## src/rtl/hazard_stall_ctrl.sv

```systemverilog
// Pipeline keep/nop/flush sequencing for load-use, MEM-stage redirects and dmem waits.
// Optional performance counters are built when HAZARD_PERF_EN is defined.
module hazard_stall_ctrl #(
    parameter int unsigned REDIRECT_BUBBLES = 1,
    parameter int unsigned MEM_TIMEOUT      = 255
) (
    input  logic       clk,
    input  logic       rst,
    input  logic [4:0] id_rs1,
    input  logic [4:0] id_rs2,
    input  logic       id_uses_rs1,
    input  logic       id_uses_rs2,
    input  logic [4:0] ex_wreg,
    input  logic [1:0] ex_memrw,
    input  logic       mem_branch_taken,
    input  logic       dmem_req,
    input  logic       dmem_ready,
`ifdef HAZARD_PERF_EN
    input  logic        perf_clr,
    output logic [31:0] stall_cycles,
    output logic [31:0] flush_events,
`endif
    output logic       keep_pc,
    output logic       keep_ifid,
    output logic       keep_idex,
    output logic       nop_idex,
    output logic       flush_ifid,
    output logic       flush_exmem,
    output logic       keep_exmem,
    output logic       mem_err,
    output logic [1:0] state_o
);

    typedef enum logic [1:0] {
        RUN      = 2'b00,
        MEM_WAIT = 2'b01,
        REDIRECT = 2'b10,
        UNUSED   = 2'b11
    } state_t;

    localparam logic [3:0] RB_W = 4'(REDIRECT_BUBBLES);
    localparam logic [7:0] MT_W = 8'(MEM_TIMEOUT);

    state_t     state;
    logic [3:0] bubble_cnt;
    logic [7:0] wait_cnt;
    logic       load_use;
    logic       mem_stall;

    assign load_use  = (ex_memrw == 2'b10) && (ex_wreg != '0) &&
                       ((id_uses_rs1 && (id_rs1 == ex_wreg)) ||
                        (id_uses_rs2 && (id_rs2 == ex_wreg)));
    assign mem_stall = dmem_req && !dmem_ready;
    assign state_o   = state;

    // Outputs are gated by rst because keep/nop take priority over reset downstream.
    always_comb begin
        keep_pc     = 1'b0;
        keep_ifid   = 1'b0;
        keep_idex   = 1'b0;
        nop_idex    = 1'b0;
        flush_ifid  = 1'b0;
        flush_exmem = 1'b0;
        keep_exmem  = 1'b0;
        if (rst) begin
            case (state)
                RUN: begin
                    if (mem_branch_taken) begin
                        flush_ifid  = 1'b1;
                        nop_idex    = 1'b1;
                        flush_exmem = 1'b1;
                    end else if (mem_stall) begin
                        keep_pc    = 1'b1;
                        keep_ifid  = 1'b1;
                        keep_idex  = 1'b1;
                        keep_exmem = 1'b1;
                    end else if (load_use) begin
                        keep_pc   = 1'b1;
                        keep_ifid = 1'b1;
                        nop_idex  = 1'b1;
                    end
                end
                MEM_WAIT: begin
                    if (!dmem_ready && (wait_cnt != MT_W)) begin
                        keep_pc    = 1'b1;
                        keep_ifid  = 1'b1;
                        keep_idex  = 1'b1;
                        keep_exmem = 1'b1;
                    end
                end
                REDIRECT: begin
                    nop_idex = 1'b1;
                    if (mem_branch_taken) begin
                        flush_ifid  = 1'b1;
                        flush_exmem = 1'b1;
                    end
                end
                default: ;
            endcase
        end
    end

    always_ff @(posedge clk) begin
        if (!rst) begin
            state      <= RUN;
            bubble_cnt <= '0;
            wait_cnt   <= '0;
            mem_err    <= 1'b0;
        end else begin
            case (state)
                RUN: begin
                    if (mem_branch_taken) begin
                        if (RB_W != '0) begin
                            bubble_cnt <= RB_W;
                            state      <= REDIRECT;
                        end
                    end else if (mem_stall) begin
                        wait_cnt <= 8'd1;
                        state    <= MEM_WAIT;
                    end
                end
                MEM_WAIT: begin
                    if (dmem_ready) begin
                        wait_cnt <= '0;
                        state    <= RUN;
                    end else if (wait_cnt == MT_W) begin
                        mem_err  <= 1'b1;
                        wait_cnt <= '0;
                        state    <= RUN;
                    end else begin
                        wait_cnt <= wait_cnt + 8'd1;
                    end
                end
                REDIRECT: begin
                    if (mem_branch_taken) begin
                        bubble_cnt <= RB_W;
                    end else begin
                        bubble_cnt <= bubble_cnt - 4'd1;
                        if (bubble_cnt == 4'd1)
                            state <= RUN;
                    end
                end
                default: state <= RUN;
            endcase
        end
    end

`ifdef HAZARD_PERF_EN
    always_ff @(posedge clk) begin
        if (!rst || perf_clr) begin
            stall_cycles <= '0;
            flush_events <= '0;
        end else begin
            if (keep_pc)
                stall_cycles <= stall_cycles + 32'd1;
            if (flush_ifid)
                flush_events <= flush_events + 32'd1;
        end
    end
`endif

endmodule

```

## config.mk

```make
export PLATFORM = sky130hd
export DESIGN_NAME = hazard_stall_ctrl
export DESIGN_NICKNAME = d
export VERILOG_FILES = /design/src/rtl/hazard_stall_ctrl.sv
export SDC_FILE = /design/constraint.sdc
export NUM_CORES = 1
export LEC_CHECK = 0
export CORE_UTILIZATION = 44
export DETAILED_ROUTE_END_ITERATION = 6
export GPL_TIMING_DRIVEN = 0
export MAX_ROUTING_LAYER = met4
export PLACE_DENSITY = 0.78
export SLEW_MARGIN = 20
export SYNTH_ARGS = -nofsm -noshare
export SYNTH_HDL_FRONTEND = slang
export SYNTH_SLANG_ARGS = --single-unit
export TNS_END_PERCENT = 50
```

## constraint.sdc

```tcl
create_clock -name clk -period 1.75 [get_ports clk]
set_input_delay 0.35 -clock clk [delete_from_list [all_inputs] [get_ports clk]]
set_output_delay 0.35 -clock clk [all_outputs]
set_load 0.03 [all_outputs]
```

# Word-level counts from Yosys, hierarchy flattened
# Cells that the tools add are included.
word_totals:
  register_bits: 15
  latch_bits: 0
  ram_bits: 0
  mem_bits_ro: 0
  in_bits: 24
  out_inout_bits: 10
  mem_count: 0
op_classes:
  add_sub_neg: 2
  mul: 0
  div_mod_pow: 0
  order_cmp: 0
  eq_ne: 15
  shifts: 0
  mux: 32
  n_bitwise: 1
  reduce_logical: 17
ops:
  columns: ["op", "count"]
  rows:
  - ["$mux 8", 4]
  - ["$pmux 8 s2", 1]
  - ["$mux 1", 14]
  - ["$mux 2", 6]
  - ["$eq 5x5->1", 2]
  - ["$ne 2x2->1 const B", 5]
  - ["$add 8x1->8 const B", 1]
  - ["$eq 8x8->1 const B", 1]
  - ["$mux 4", 2]
  - ["$ne 8x8->1 const B", 1]
  - ["$pmux 4 s2", 1]
  - ["$logic_and 1x1->1", 6]
  - ["$ne 3x3->1 const B", 2]
  - ["$pmux 1 s2", 3]
  - ["$pmux 2 s3", 1]
  - ["$reduce_and 3->1", 2]
  - ["$reduce_bool 5->1", 1]
  - ["$eq 2x2->1 const B", 2]
  - ["$eq 4x1->1 const B", 1]
  - ["$reduce_and 4->1", 1]
  - ["$reduce_bool 2->1", 2]
  - ["$sub 4x1->4 const B", 1]
  - ["$eq 2x1->1 const B", 1]
  - ["$logic_not 2->1", 1]
  - ["5 further kinds", 5]

# Longest topological paths before layout
depth:
  word_depth: 9
  mapped_depth: 6
  depth_no_buf: 6

# Worst setup path after synthesis
# No wires, ideal clock.
synth_path:
  path_kind: "reg-to-output"
  from: "register state[0], in the netlist state_o[0]"
  to: "output keep_pc"
  t_arrival_ns: 2.318
  setup_slack_ns: -0.918
  stages_incl_launch_ff: 6
  path_cell_list: "dfxtp_1 -> nor3b_2 -> o21ai_1 -> a21oi_1 -> o21bai_1 -> buf_4"
synth_via:
  elab_chain_len: 3
  word_cells_on_any_way: 4
  classes_between: "eq/ne: 1; mux: 2; reduce/logical: 1"
synth_rtl:
  columns: ["element", "line", "text"]
  rows:
  - ["start: declaration", "44", "state_t state;"]
  - ["start signal: assignment", "105", "state <= RUN;"]
  - ["start signal: assignment", "115", "state <= REDIRECT;"]
  - ["start signal: assignment", "119", "state <= MEM_WAIT;"]
  - ["$eq 2x1->1 / $logic_not 2->1 (equally long branches)", null, null]
  - ["$pmux 1 s2 (*)", null, null]
  - ["$mux 1 (*)", null, null]
  - ["end: declaration", "23", "output logic keep_pc,"]
# Every way passes the cells marked *; elsewhere a longest branch is shown, timed or not.

# Worst setup path in the final report
layout_path:
  from: "register wait_cnt[1]"
  to: "output keep_pc"
layout_via:
  elab_chain_len: 5
layout_rtl:
  columns: ["element", "line", "text"]
  rows:
  - ["start: declaration", "46", "logic [7:0] wait_cnt;"]
  - ["start signal: assignment", "131", "wait_cnt <= wait_cnt + 8'd1;"]
  - ["$ne 8x8->1", "84", "if (!dmem_ready && (wait_cnt != MT_W)) begin"]
  - ["$logic_and 1x1->1", "84", null]
  - ["$mux 1", "84", null]
  - ["$pmux 1 s2", "66", "case (state)"]
  - ["$mux 1", "65", "if (rst) begin"]
# Every way passes these cells.

==> summary.md <==
| Metric | Value |
|---|---|
| N_diodes | `0` |
| Max-cap violations | `0` |
| Hold Vio Cnt, Final | `0` |
| Fillers | `155` |
| DIE HEIGHT | `49.5 microns` |
| Synth Instances | `127` |
| Crit path DAT | `1610 ps` |
| Initial antenna violation count | `0` |
| Worst-path maximum fanout | `4` |
| Worst Setup SP | `wait_cnt[1]$_SDFFE_PN0P_` |
| Largest net degree at the start of global routing | `11` |
| CTS Sinks | `15` |
| HP Class | `input pin to register` |
| Port Buffers | `32` |
| Async set or reset register ratio after synthesis | `0` |
| Layout cells sized above 1 | `0.339` |
| Hold path depth | `3` |
| RePlAce Congestion | `0.867` |
| Pleak | `0.617 nW` |
| Clock Tree Buf Depth | `2` |
| Failing checks | `setup timing` |
| Final HPWL DP | `2050 microns` |
| Outcome | `finished, violations left` |
| Num CTS Buffers | `3` |
| Final WS setup | `-213 ps` |
| Period utilisation layout | `1.12` |
| H-tree depth | `1` |
| GRT overflow | `0` |
| Global-route wire length before repair | `4570 microns` |
| Post-cts hold buffer count | `0` |
| Post-synthesis cell type count | `38` |
| Worst skew pair latency | `290 ps` |
| Initial Util | `0.487` |
| FF-to-FF path depth | `5` |
| Final wirelength | `2870 microns` |
| Post-synthesis cell area | `993 sq um` |
| Syn. warnings | `0` |
| Clock skew | `2.75 ps` |
| RSZ-0062 raised after global routing | `yes` |
| Placed cells | `186` |
| Worst vdd ir | `624 uV` |
| Tot GR Track Use | `0.244` |
| Pwr/cell area | `504 mW/mm^2` |
| CTS Root Cell | `clkbuf_4` |
| Fin cells | `201` |
| Vias in the first global route | `1014` |
| Remaining DRCs | `0` |
| Final layout net count | `202` |
| Num ports | `34` |
| Hold Slack | `378 ps` |
| Slew Limit Headroom | `0.644` |
| WL/cell | `14.3 microns` |
| Critical Path RT | `1400 ps` |
| F_max | `510 MHz` |
| Routed vias | `1099` |
| Worst slew pin tran | `533 ps` |
| Setup crit end kind | `output pin` |
| Area growth, synth to finish | `56.2%` |
| Seq/Total Area, Yosys | `0.302` |
| Final Max Slew Viols | `0` |
| Placement Rows | `16` |
| Die area | `0.00245 sq mm` |
| CTS tree | `built` |
| Start-to-end type of the worst setup path | `register to output pin` |
| Number of synthesized flops with an enable pin | `0` |
| Worst-path clk slew | `100 ps` |
| Endpoints failing setup | `5` |
| Drt pass-1 iters | `4` |
| Mapped Nets | `154` |
| Worst hold start | `mem_branch_taken` |
| Seq cells post-synth | `15` |
| Worst setup SP type | `register` |
| Vias per inst | `5.47` |
| Final min period | `1960 ps` |
| RR Startpoint | `state_o[0]$_SDFFE_PN0P_` |
| Syn Area/Cell | `7.82 sq um` |
| Post-route ant nets | `0` |
| Core ar. | `0.00204 sq mm` |
| Detailed Route Iter0 Violations | `22` |
| Ys flop type | `dfxtp_1` |
| Chip Width | `49.5 microns` |
metal layers:
| layer | GRT usage | share of wire |
|---|---|---|
| met1 | 0.312 | 0.47 |
| met3 | 0.0463 | 0.041 |
| met5 | - | 0 |
| met4 | 0.0143 | 0.0031 |
| met2 | 0.418 | 0.49 |
synthesized netlist by cell type (2+ instances only):
master / number / share of area
nor3_1: 5 / 0.025
nand2_1: 10 / 0.038
and2_1: 3 / 0.019
o22ai_1: 3 / 0.019
nor2_1: 8 / 0.030
nor2b_1: 2 / 0.013
xnor2_1: 3 / 0.026
o21bai_1: 2 / 0.015
inv_1: 4 / 0.015
or3_1: 2 / 0.013
and3_1: 2 / 0.013
nand4_1: 3 / 0.019
nand3_1: 7 / 0.035
nor4_1: 2 / 0.013
a21boi_0: 3 / 0.023
a21oi_1: 6 / 0.030
o21ai_0: 9 / 0.045
ha_1: 3 / 0.038
dfxtp_1: 15 / 0.30
nand2b_1: 3 / 0.019
o21a_1: 3 / 0.023
buf_4: 3 / 0.023
xor2_1: 9 / 0.079
nand3b_1: 2 / 0.015
buf_2: 2 / 0.010
stage by stage:
stage	TNS (ps)	total power, mW	area (sq um)	utilization	setup WS, ps
6_report	-615	0.782	1550	0.760	-213
5_1_grt	-844	0.810	1550	0.760	-260
4_1_cts	-709	0.777	1510	0.739	-201
3_5_place_dp	-6980	0.574	1400	0.686	-1110
3_3_place_gp	-6700	0.567	1400	0.686	-1080
2_1_floorplan	-204	0.474	1050	-	-137
registers in the layout, summed over array words and instances, names as in the netlist:
signal	count
mem_err	1
state_o	2
bubble_cnt	4
wait_cnt	8
repair_timing:
action / in CTS / in global routing
buffers inserted: 6 / 5
hold endpoints to repair: 0 / 0
endpoints found under the setup margin: 7 / 7
pin swaps: 16 / 2
resized for setup: 107 / 7
final timing paths:
| check | end | slack [ps] |
|---|---|---|
| hold reg to reg | wait_cnt[6]$_SDFFE_PN0P_ | 470 |
| setup / recovery | keep_pc | -210 |
| setup reg to reg | mem_err$_SDFFE_PN0P_ | 190 |
| hold / removal | state_o[1]$_SDFFE_PN0P_ | 380 |
worst max-delay path, cell delays in order (launching register included):
cell,delay (ps)
dfxtp_4,370
ha_4,160
nand3_4,100
o21ai_4,190
a21oi_4,80
o21bai_4,180
buf_6,110
buf_6,120
layout by cell type (no fill, tap or decap), types with 3 or more instances in the layout:
| cell | synthesis | routed |
|---|---|---|
| nor3_1 | 5 | 5 |
| dfxtp_2 | 0 | 5 |
| xnor2_1 | 3 | 3 |
| clkdlybuf4s15_1 | 0 | 3 |
| dlygate4sd2_1 | 0 | 6 |
| nand4_1 | 3 | 3 |
| dfxtp_4 | 0 | 3 |
| a21oi_1 | 6 | 5 |
| clkdlybuf4s50_1 | 0 | 6 |
| nand2_1 | 10 | 10 |
| inv_1 | 4 | 4 |
| a21boi_0 | 3 | 3 |
| dfxtp_1 | 15 | 7 |
| and2_1 | 3 | 3 |
| nor2_1 | 8 | 7 |
| o21ai_0 | 9 | 9 |
| nand3_1 | 7 | 6 |
| buf_2 | 2 | 9 |
| buf_4 | 3 | 14 |
| buf_6 | 0 | 7 |
| clkbuf_4 | 0 | 4 |
| o22ai_1 | 3 | 3 |
| o21a_1 | 3 | 3 |
| xor2_1 | 9 | 8 |
logic make-up after synthesis:
kind of cell | count (synthesis) | share of synthesized area
AO/OA/AOI/OAI | 32 | 0.200
XOR/XNOR | 12 | 0.106
adder cells (fa/ha/maj) | 3 | 0.0378
buffers and inverters | 10 | 0.0516
flip-flops | 15 | 0.302
AND/OR/NAND/NOR | 55 | 0.302
final cells by class:
cell class,instances,area [sq um],share of cell area
Buffer,6,40.0,0.0258
Inverter,4,15.0,0.00968
Clock inverter,1,5.00,0.00323
Sequential cell,15,318,0.205
Timing Repair Buffer,43,365,0.235
Multi-Input combinational cell,102,752,0.485
Tap cell,27,33.8,0.0218
Clock buffer,3,22.5,0.0145
report_power, final:
part / total [mW] / switching (mW) / internal (mW)
registers: 0.357 / 0.00972 / 0.348
logic: 0.214 / 0.109 / 0.106
clock network: 0.210 / 0.125 / 0.0851
(Power assumes the default switching activity.)
